$ cat config.mk
export PLATFORM = sky130hd
export DESIGN_NAME = regfile_dbg_ctrl
export DESIGN_NICKNAME = d
export VERILOG_FILES = /design/src/rtl/regfile_dbg_ctrl.sv
export SDC_FILE = /design/constraint.sdc
export NUM_CORES = 1
export LEC_CHECK = 0
export ABC_AREA = 0
export BUFFER_PORTS_ARGS = -buffer_cell sky130_fd_sc_hd__buf_2
export CAP_MARGIN = 20
export CORE_UTILIZATION = 48
export DETAILED_ROUTE_END_ITERATION = 12
export PLACE_DENSITY = 0.85
export SLEW_MARGIN = 5
export SYNTH_ARGS = -nofsm -noshare
export SYNTH_HDL_FRONTEND = slang
export SYNTH_SLANG_ARGS = --single-unit
$ cat constraint.sdc
create_clock -name clk -period 2.3 [get_ports clk]
set_input_delay 0 -clock clk [delete_from_list [all_inputs] [get_ports clk]]
set_output_delay 0 -clock clk [all_outputs]
set_load 0.05 [all_outputs]
$ cat src/rtl/regfile_dbg_ctrl.sv
// Debug-port controller and arbiter for the CPU register file.
// A debug master requests one byte-wide register read or write. The
// controller waits for an instruction boundary, stalls the core, takes the
// register-file ports for a single cycle, then releases the core or keeps it
// halted for further accesses.
//
// Build option: define DBG_STACK_EN to allow reads of the stack pointer (S)
// through dbg_sel=4. Without it, any access to sel 4 reports an error.

module regfile_dbg_ctrl #(
    parameter int SYNC_TIMEOUT = 255,
    parameter int CNT_W        = 16
) (
    input  logic       clk,
    input  logic       rst,

    input  logic       core_sync,
    output logic       core_rdy,

    input  logic       core_reg_we,
    input  logic [1:0] core_reg_src,
    input  logic [1:0] core_reg_dst,
    input  logic [7:0] core_dst,

    output logic       rf_reg_we,
    output logic [1:0] rf_reg_src,
    output logic [1:0] rf_reg_dst,
    output logic [7:0] rf_dst,
    input  logic [7:0] rf_src,

    input  logic [7:0] S,

    input  logic       dbg_req,
    input  logic       dbg_we,
    input  logic [2:0] dbg_sel,
    input  logic [7:0] dbg_wdata,
    input  logic       dbg_halt,
    output logic       dbg_ack,
    output logic [7:0] dbg_rdata,
    output logic       dbg_err
);

    // state      | meaning
    // -----------+------------------------------------------------------
    // IDLE       | no access in flight; core runs or sits halted
    // WAIT_SYNC  | core running, waiting for an opcode fetch (bounded)
    // DRAIN      | core stalled, its last writeback still passes through
    // ACCESS     | debug side owns the register-file ports for one cycle
    // ACK        | completion pulse; decide release or stay halted
    typedef enum logic [2:0] {
        ST_IDLE,
        ST_WAIT_SYNC,
        ST_DRAIN,
        ST_ACCESS,
        ST_ACK
    } state_t;

    localparam logic [CNT_W-1:0] CNT_LAST = CNT_W'(SYNC_TIMEOUT - 1);
    localparam logic [CNT_W-1:0] CNT_ONE  = {{(CNT_W-1){1'b0}}, 1'b1};

    state_t           state_q, state_d;
    logic [CNT_W-1:0] cnt_q, cnt_d;
    logic             core_rdy_q, core_rdy_d;
    logic [7:0]       rdata_q, rdata_d;
    logic             err_q, err_d;

    logic             acc_core;
    logic             acc_wr;
    logic             acc_rd_core;
    logic             acc_rd_stack;

    // Register selects 0..3 map onto the register file; 4 is S; 5..7 are reserved.
    assign acc_core    = ~dbg_sel[2];
    assign acc_wr      = dbg_we & acc_core;
    assign acc_rd_core = ~dbg_we & acc_core;

`ifdef DBG_STACK_EN
    assign acc_rd_stack = ~dbg_we & (dbg_sel == 3'd4);
`else
    logic unused_s;
    assign acc_rd_stack = 1'b0;
    assign unused_s     = ^S;
`endif

    assign core_rdy  = core_rdy_q;
    assign dbg_ack   = (state_q == ST_ACK);
    assign dbg_rdata = rdata_q;
    assign dbg_err   = err_q;

    // State and datapath registers; reset aborts any access without an ack.
    always_ff @(posedge clk) begin
        if (rst) begin
            state_q    <= ST_IDLE;
            cnt_q      <= '0;
            core_rdy_q <= 1'b1;
            rdata_q    <= 8'h00;
            err_q      <= 1'b0;
        end else begin
            state_q    <= state_d;
            cnt_q      <= cnt_d;
            core_rdy_q <= core_rdy_d;
            rdata_q    <= rdata_d;
            err_q      <= err_d;
        end
    end

    // Next-state logic, sync timeout and access result capture.
    always_comb begin
        state_d    = state_q;
        cnt_d      = cnt_q;
        core_rdy_d = core_rdy_q;
        rdata_d    = rdata_q;
        err_d      = err_q;

        case (state_q)
            ST_IDLE: begin
                if (dbg_req) begin
                    err_d = 1'b0;
                    if (core_rdy_q) begin
                        state_d = ST_WAIT_SYNC;
                        cnt_d   = '0;
                    end else begin
                        state_d = ST_ACCESS;
                    end
                end else if (!core_rdy_q && !dbg_halt) begin
                    core_rdy_d = 1'b1;
                end
            end

            ST_WAIT_SYNC: begin
                // A sync arriving on the last allowed cycle still wins.
                if (core_sync) begin
                    state_d    = ST_DRAIN;
                    core_rdy_d = 1'b0;
                end else if (cnt_q == CNT_LAST) begin
                    state_d = ST_ACK;
                    err_d   = 1'b1;
                end else begin
                    cnt_d = cnt_q + CNT_ONE;
                end
            end

            ST_DRAIN: begin
                state_d = ST_ACCESS;
            end

            ST_ACCESS: begin
                state_d = ST_ACK;
                if (acc_rd_core) begin
                    rdata_d = rf_src;
                end else if (acc_rd_stack) begin
                    rdata_d = S;
                end else if (!acc_wr) begin
                    err_d = 1'b1;
                end
            end

            ST_ACK: begin
                state_d = ST_IDLE;
                if (!dbg_halt) begin
                    core_rdy_d = 1'b1;
                end
            end

            default: begin
                state_d = ST_IDLE;
            end
        endcase
    end

    // Register-file port mux: core pass-through except during the access cycle.
    always_comb begin
        rf_reg_we  = core_reg_we;
        rf_reg_src = core_reg_src;
        rf_reg_dst = core_reg_dst;
        rf_dst     = core_dst;
        if (state_q == ST_ACCESS) begin
            rf_reg_we  = acc_wr;
            rf_reg_src = dbg_sel[1:0];
            rf_reg_dst = dbg_sel[1:0];
            rf_dst     = dbg_wdata;
        end
    end

endmodule

# After elaboration in Yosys (flattened, before gate mapping)
# Index checks and enable logic that the tools add are counted.
dict set report word_totals {
  in_bits 46
  regBits 29
  elab_cells 64
}
dict set report op_classes {
  addsub 1
  n_eq_ne 17
  muxes 25
  bitwise 4
  n_reduce_logical 12
}
# cell n
set op_table {}
lappend op_table {{$mux 16} 4}
lappend op_table {{$pmux 16 s2} 1}
lappend op_table {{$ne 2x2->1 const B} 11}
lappend op_table {{$add 16x1->16 const B} 1}
lappend op_table {{$eq 16x8->1 const B} 1}
lappend op_table {{$pmux 3 s4} 1}
lappend op_table {{$mux 1} 10}
lappend op_table {{$reduce_and 5->1} 2}
lappend op_table {{$mux 3} 3}
lappend op_table {{$mux 8} 1}
lappend op_table {{$eq 3x2->1 const B} 2}
lappend op_table {{$mux 2} 3}
lappend op_table {{$pmux 1 s3} 2}
lappend op_table {{$reduce_and 6->1} 1}
lappend op_table {{$reduce_bool 3->1} 2}
lappend op_table {{$reduce_and 2->1} 2}
lappend op_table {{$eq 3x1->1 const B} 1}
lappend op_table {{$eq 3x3->1 const B} 1}
lappend op_table {{$logic_not 3->1} 1}
lappend op_table {{$ne 3x3->1 const B} 1}
lappend op_table {{$and 1x1->1} 2}
lappend op_table {{$logic_not 1->1} 2}
lappend op_table {{$not 1->1} 2}
lappend op_table {{$reduce_bool 2->1} 1}
lappend op_table {{$logic_and 1x1->1} 1}

# Logic depth before layout (Yosys ltp)
dict set report logic_depth {
  word_depth 5
  depth_mapped 7
}

# Worst setup path after synthesis
# No wires, ideal clock.
dict set report synth_timing {
  path_type {reg2out}
  from {register state_q[2]}
  to {output port rf_reg_we}
  arrival_time_ps 2069
  stages_incl_launch_ff 5
  n_path_buf 2
  path_slack_ps 231
  path_cell_list {dfxtp_1 buf_2 nand3b_1 clkbuf_1 o21ai_0}
}
dict set report synth_between {
  elab_chain_len 2
}
# element line_no
set synth_rtl {}
lappend synth_rtl {{start, declared} 61} ;# state_t state_q, state_d;
lappend synth_rtl {{start signal, assigned} 99} ;# state_q <= state_d;
lappend synth_rtl {{$eq 3x2->1} 177} ;# if (state_q == ST_ACCESS) begin
lappend synth_rtl {{$mux 1} 177}
lappend synth_rtl {{end, declared} 25} ;# output logic rf_reg_we,
# Every way passes these cells.

# Worst setup path after layout
dict set report layout_timing {
  from {register cnt_q[0]}
  to {register state_q[1]}
}
dict set report layout_between {
  elab_chain_len 3
}
# element line_no
set layout_rtl {}
lappend layout_rtl {{start, declared} 62} ;# logic [CNT_W-1:0] cnt_q, cnt_d;
lappend layout_rtl {{start signal, assigned} 100} ;# cnt_q <= cnt_d;
lappend layout_rtl {{$eq 16x8->1} 135} ;# end else if (cnt_q == CNT_LAST) begin
lappend layout_rtl {{$ne 3x3->1 (no line)} --}
lappend layout_rtl {{$reduce_and 2->1 (no line)} --}
# Every way passes these cells.
# A chain may end at the register's enable or synchronous reset.

==> results by group <==
Status
  – Status: finished, final reports clean

Placement
  – RePlAce Congestion: 0.8380
  – IO buf count: 61
  – Post-DP HPWL: 3039 um
  – Pre-CTS setup slack: 0.3290 ns

Die
  – Io pins: 70
  – Die area: 3768 sq um
  – Row cnt: 21
  – Die height: 61.39 um
  – Die width: 61.39 um
  – Starting Density: 50.33%
  – Core ar.: 3363 sq um

Worst setup path
  – Critical path required time: 2.53 ns
  – Crit path max-delay cell type: nand4_1
  – CP Capture Type: flop
  – CP Cell Sequence: inv_1 > ha_1 > nor4bb_1 > nand4_1 > a211o_1 > nor3_1
  – CP Class: reg2reg
  – Startpoint types: flop
  – WP data arrival: 2.21 ns
  – Largest stage delay on the critical path: 0.40 ns
  – Cell family contributing the most delay on the critical path: simple AND/OR/NAND/NOR gates
  – WP buf/inv: 1
  – Max FO, Critical Path: 8

Final layout
  – Area grow syn2layout: 27.72%
  – # diodes: 0
  – Final net count: 309
  – Fillers: 296
  – Layout cells sized above 1: 33.72%
  – Multi-input gate area: 1022 sq um
  – Reg area: 580.6 sq um

STA
  – Slew margin rel.: 70.72%
  – Setup ws final: 0.3277 ns
  – Post-route setup TNS: 0 ns
  – Peak Freq: 0.5070 GHz
  – Clock period minus worst slack: 1.972 ns
  – Clock skew: 0.01198 ns
  – Final setup fails: 0
  – Actual slew at the worst max-slew pin: 0.4392 ns
  – Final Hold Viols: 0
  – RSZ-0062 raised after global routing: false
  – Final period util: 85.75%
  – Final Max Tran Viols: 0

Global route
  – Total grt overflow: 0
  – GRT Total Usage: 25.10%
  – Vias in the first global route: 1561
  – Largest net degree at the start of global routing: 17
  – Global-route wire length before repair: 6734 um
  – Initial antenna violation count: 0

Logic synthesis
  – Synthesized area: 1693 sq um
  – Distinct cells, synth: 47
  – Synth top area cells: dfxtp_1 (34%), mux2_2 (8.0%), a31oi_1 (5.2%)
  – Top_reg_cell synth: dfxtp_1
  – Synth Net Count: 241
  – Sequential share of the synthesized area: 34.29%
  – Number of synthesized flops with an enable pin: 0
  – Syn_area_per_cell: 8.771 sq um
  – #FFs+latches synth: 29
  – Post-Syn Instances: 193
  – Post-synth top area share: 34.29%
  – Yosys warning count: 0
  – Ys async rst share: 0%
  – Leading area contributor after synthesis: dfxtp_1

Power
  – Pwr Total: 1101 uW
  – VDD IR max: 0.3224 mV
  – Leakage: 0.0009627 uW
  – Pwr Density: 509.0 nW/um^2

Routing
  – ANT nets after route: 0
  – Residual DRC: 0
  – Vias: 1777
  – Drt pass-1 iters: 4
  – Routed vias/inst: 5.788
  – WL/cell: 13.75 um
  – DR iter-0 viols: 140
  – Routed wire length: 4221 um

Clock network
  – Setup repair bufs after CTS: 0
  – H-tree depth: 2
  – CTS tree: yes
  – Root buffer cell: clkbuf_4
  – Clk_lat worst skew: 0.33 ns
  – CTS Buf Count: 5
  – CTS max path bufs: 2
  – Clk sinks: 29
  – Clk pin slew, worst setup/hold paths: 0.08 ns

Run
  – Max-cap violations: 0

Worst hold path
  – HP Class: in2reg
worst paths after layout:
kind	from	to	slack [ns]	depth (start not counted)
min reg2reg	dbg_err$_SDFFE_PP0P_	dbg_err$_SDFFE_PP0P_	0.47	1
max reg2reg	cnt_q[0]$_SDFFE_PP0P_	state_q[1]$_SDFFE_PP0P_	0.33	6
min	rst	dbg_rdata[3]$_SDFFE_PP0P_	0.03	2
max	cnt_q[0]$_SDFFE_PP0P_	state_q[1]$_SDFFE_PP0P_	0.33	6
synth_stat cells (2+ instances only):
| cell | instances |
|---|---|
| o311ai_1 | 3 |
| clkbuf_1 | 5 |
| o211ai_1 | 5 |
| and3_1 | 5 |
| nor2_1 | 15 |
| nor4_1 | 3 |
| nand3_1 | 5 |
| or3_1 | 3 |
| nand2b_1 | 6 |
| nand3b_1 | 2 |
| a31oi_1 | 14 |
| o21ai_0 | 5 |
| a211o_1 | 2 |
| a41oi_1 | 2 |
| dfxtp_1 | 29 |
| nand2_1 | 11 |
| buf_2 | 6 |
| and2_1 | 3 |
| nor3_1 | 3 |
| o21ai_1 | 2 |
| nand4_1 | 6 |
| mux2i_1 | 8 |
| a21oi_1 | 5 |
| nor3b_1 | 2 |
| mux2_2 | 12 |
| ha_1 | 2 |
| buf_6 | 2 |
| and4_1 | 5 |
| inv_1 | 3 |
| o311ai_0 | 2 |
layout make-up:
class                      count  share of cell area (%)
timing repair buffer          75                   20.14
multi-input combinational    147                   47.28
tap                           46                   2.662
inverter                       3                  0.5208
sequential                    29                   26.85
clock buffer                   7                   2.546
power breakdown:
group	internal [uW]	total, uW	switching [uW]
logic	98.7	261	162
registers	512	528	16.0
clock network	144	312	168
flip-flops by register name (all words and copies together) (netlist names):
name       count
state_q        3
dbg_err        1
dbg_rdata      8
core_rdy       1
cnt_q         16
cells in the final DEF (no fill, tap or decap), drive strengths merged, types with 6 or more instances in the layout:
cell and count:
dlygate4sd3 10, clkbuf 7, buf 65, dfxtp 29
o21ai 8, a31oi 14, nand2b 6, nor2 16
mux2i 8, nand2 11, nand4 6, mux2 12
cell families after synthesis:
kind of cell | after synthesis | synth area share (%)
simple gates | 77 | 26.16
compound gates | 48 | 20.03
flops | 29 | 34.29
mux | 20 | 12.71
buf+inv | 17 | 5.322
fa+ha+maj | 2 | 1.478
timing repair:
action | CTS | global route
setup endpoints to repair | 0 | 0
hold endpoints to repair | 9 | 0
resized for setup | 0 | 0
hold buffers | 10 | 0
worst register-to-register path, stage by stage, from the launching register on:
cell and delay (ns):
dfxtp_1 0.33, inv_1 0.09, ha_1 0.14, nor4bb_1 0.33, nand4_1 0.40, a211o_1 0.39, nor3_1 0.21
through the flow:
stage	cells	utilization, %	hold WS (ns)	cell area (sq um)
after global routing	307	64.29	0.04054	2162
after detailed placement	290	59.67	0.2381	2007
after floorplan	193	-	0.1439	1693
after CTS	307	64.29	0.02742	2162
final	307	64.29	0.03431	2162
after global placement	290	59.67	0.2284	2007
routing by layer:
layer	vias to the layer above	global-route usage, %	wire [um]
li1	873	-	-
met1	841	27.65	1809
met2	58	44.25	2115
met3	5	8.403	239
met4	0	10.48	57
met5	-	0	0
No activity file was read; power rests on OpenSTA's default activity.
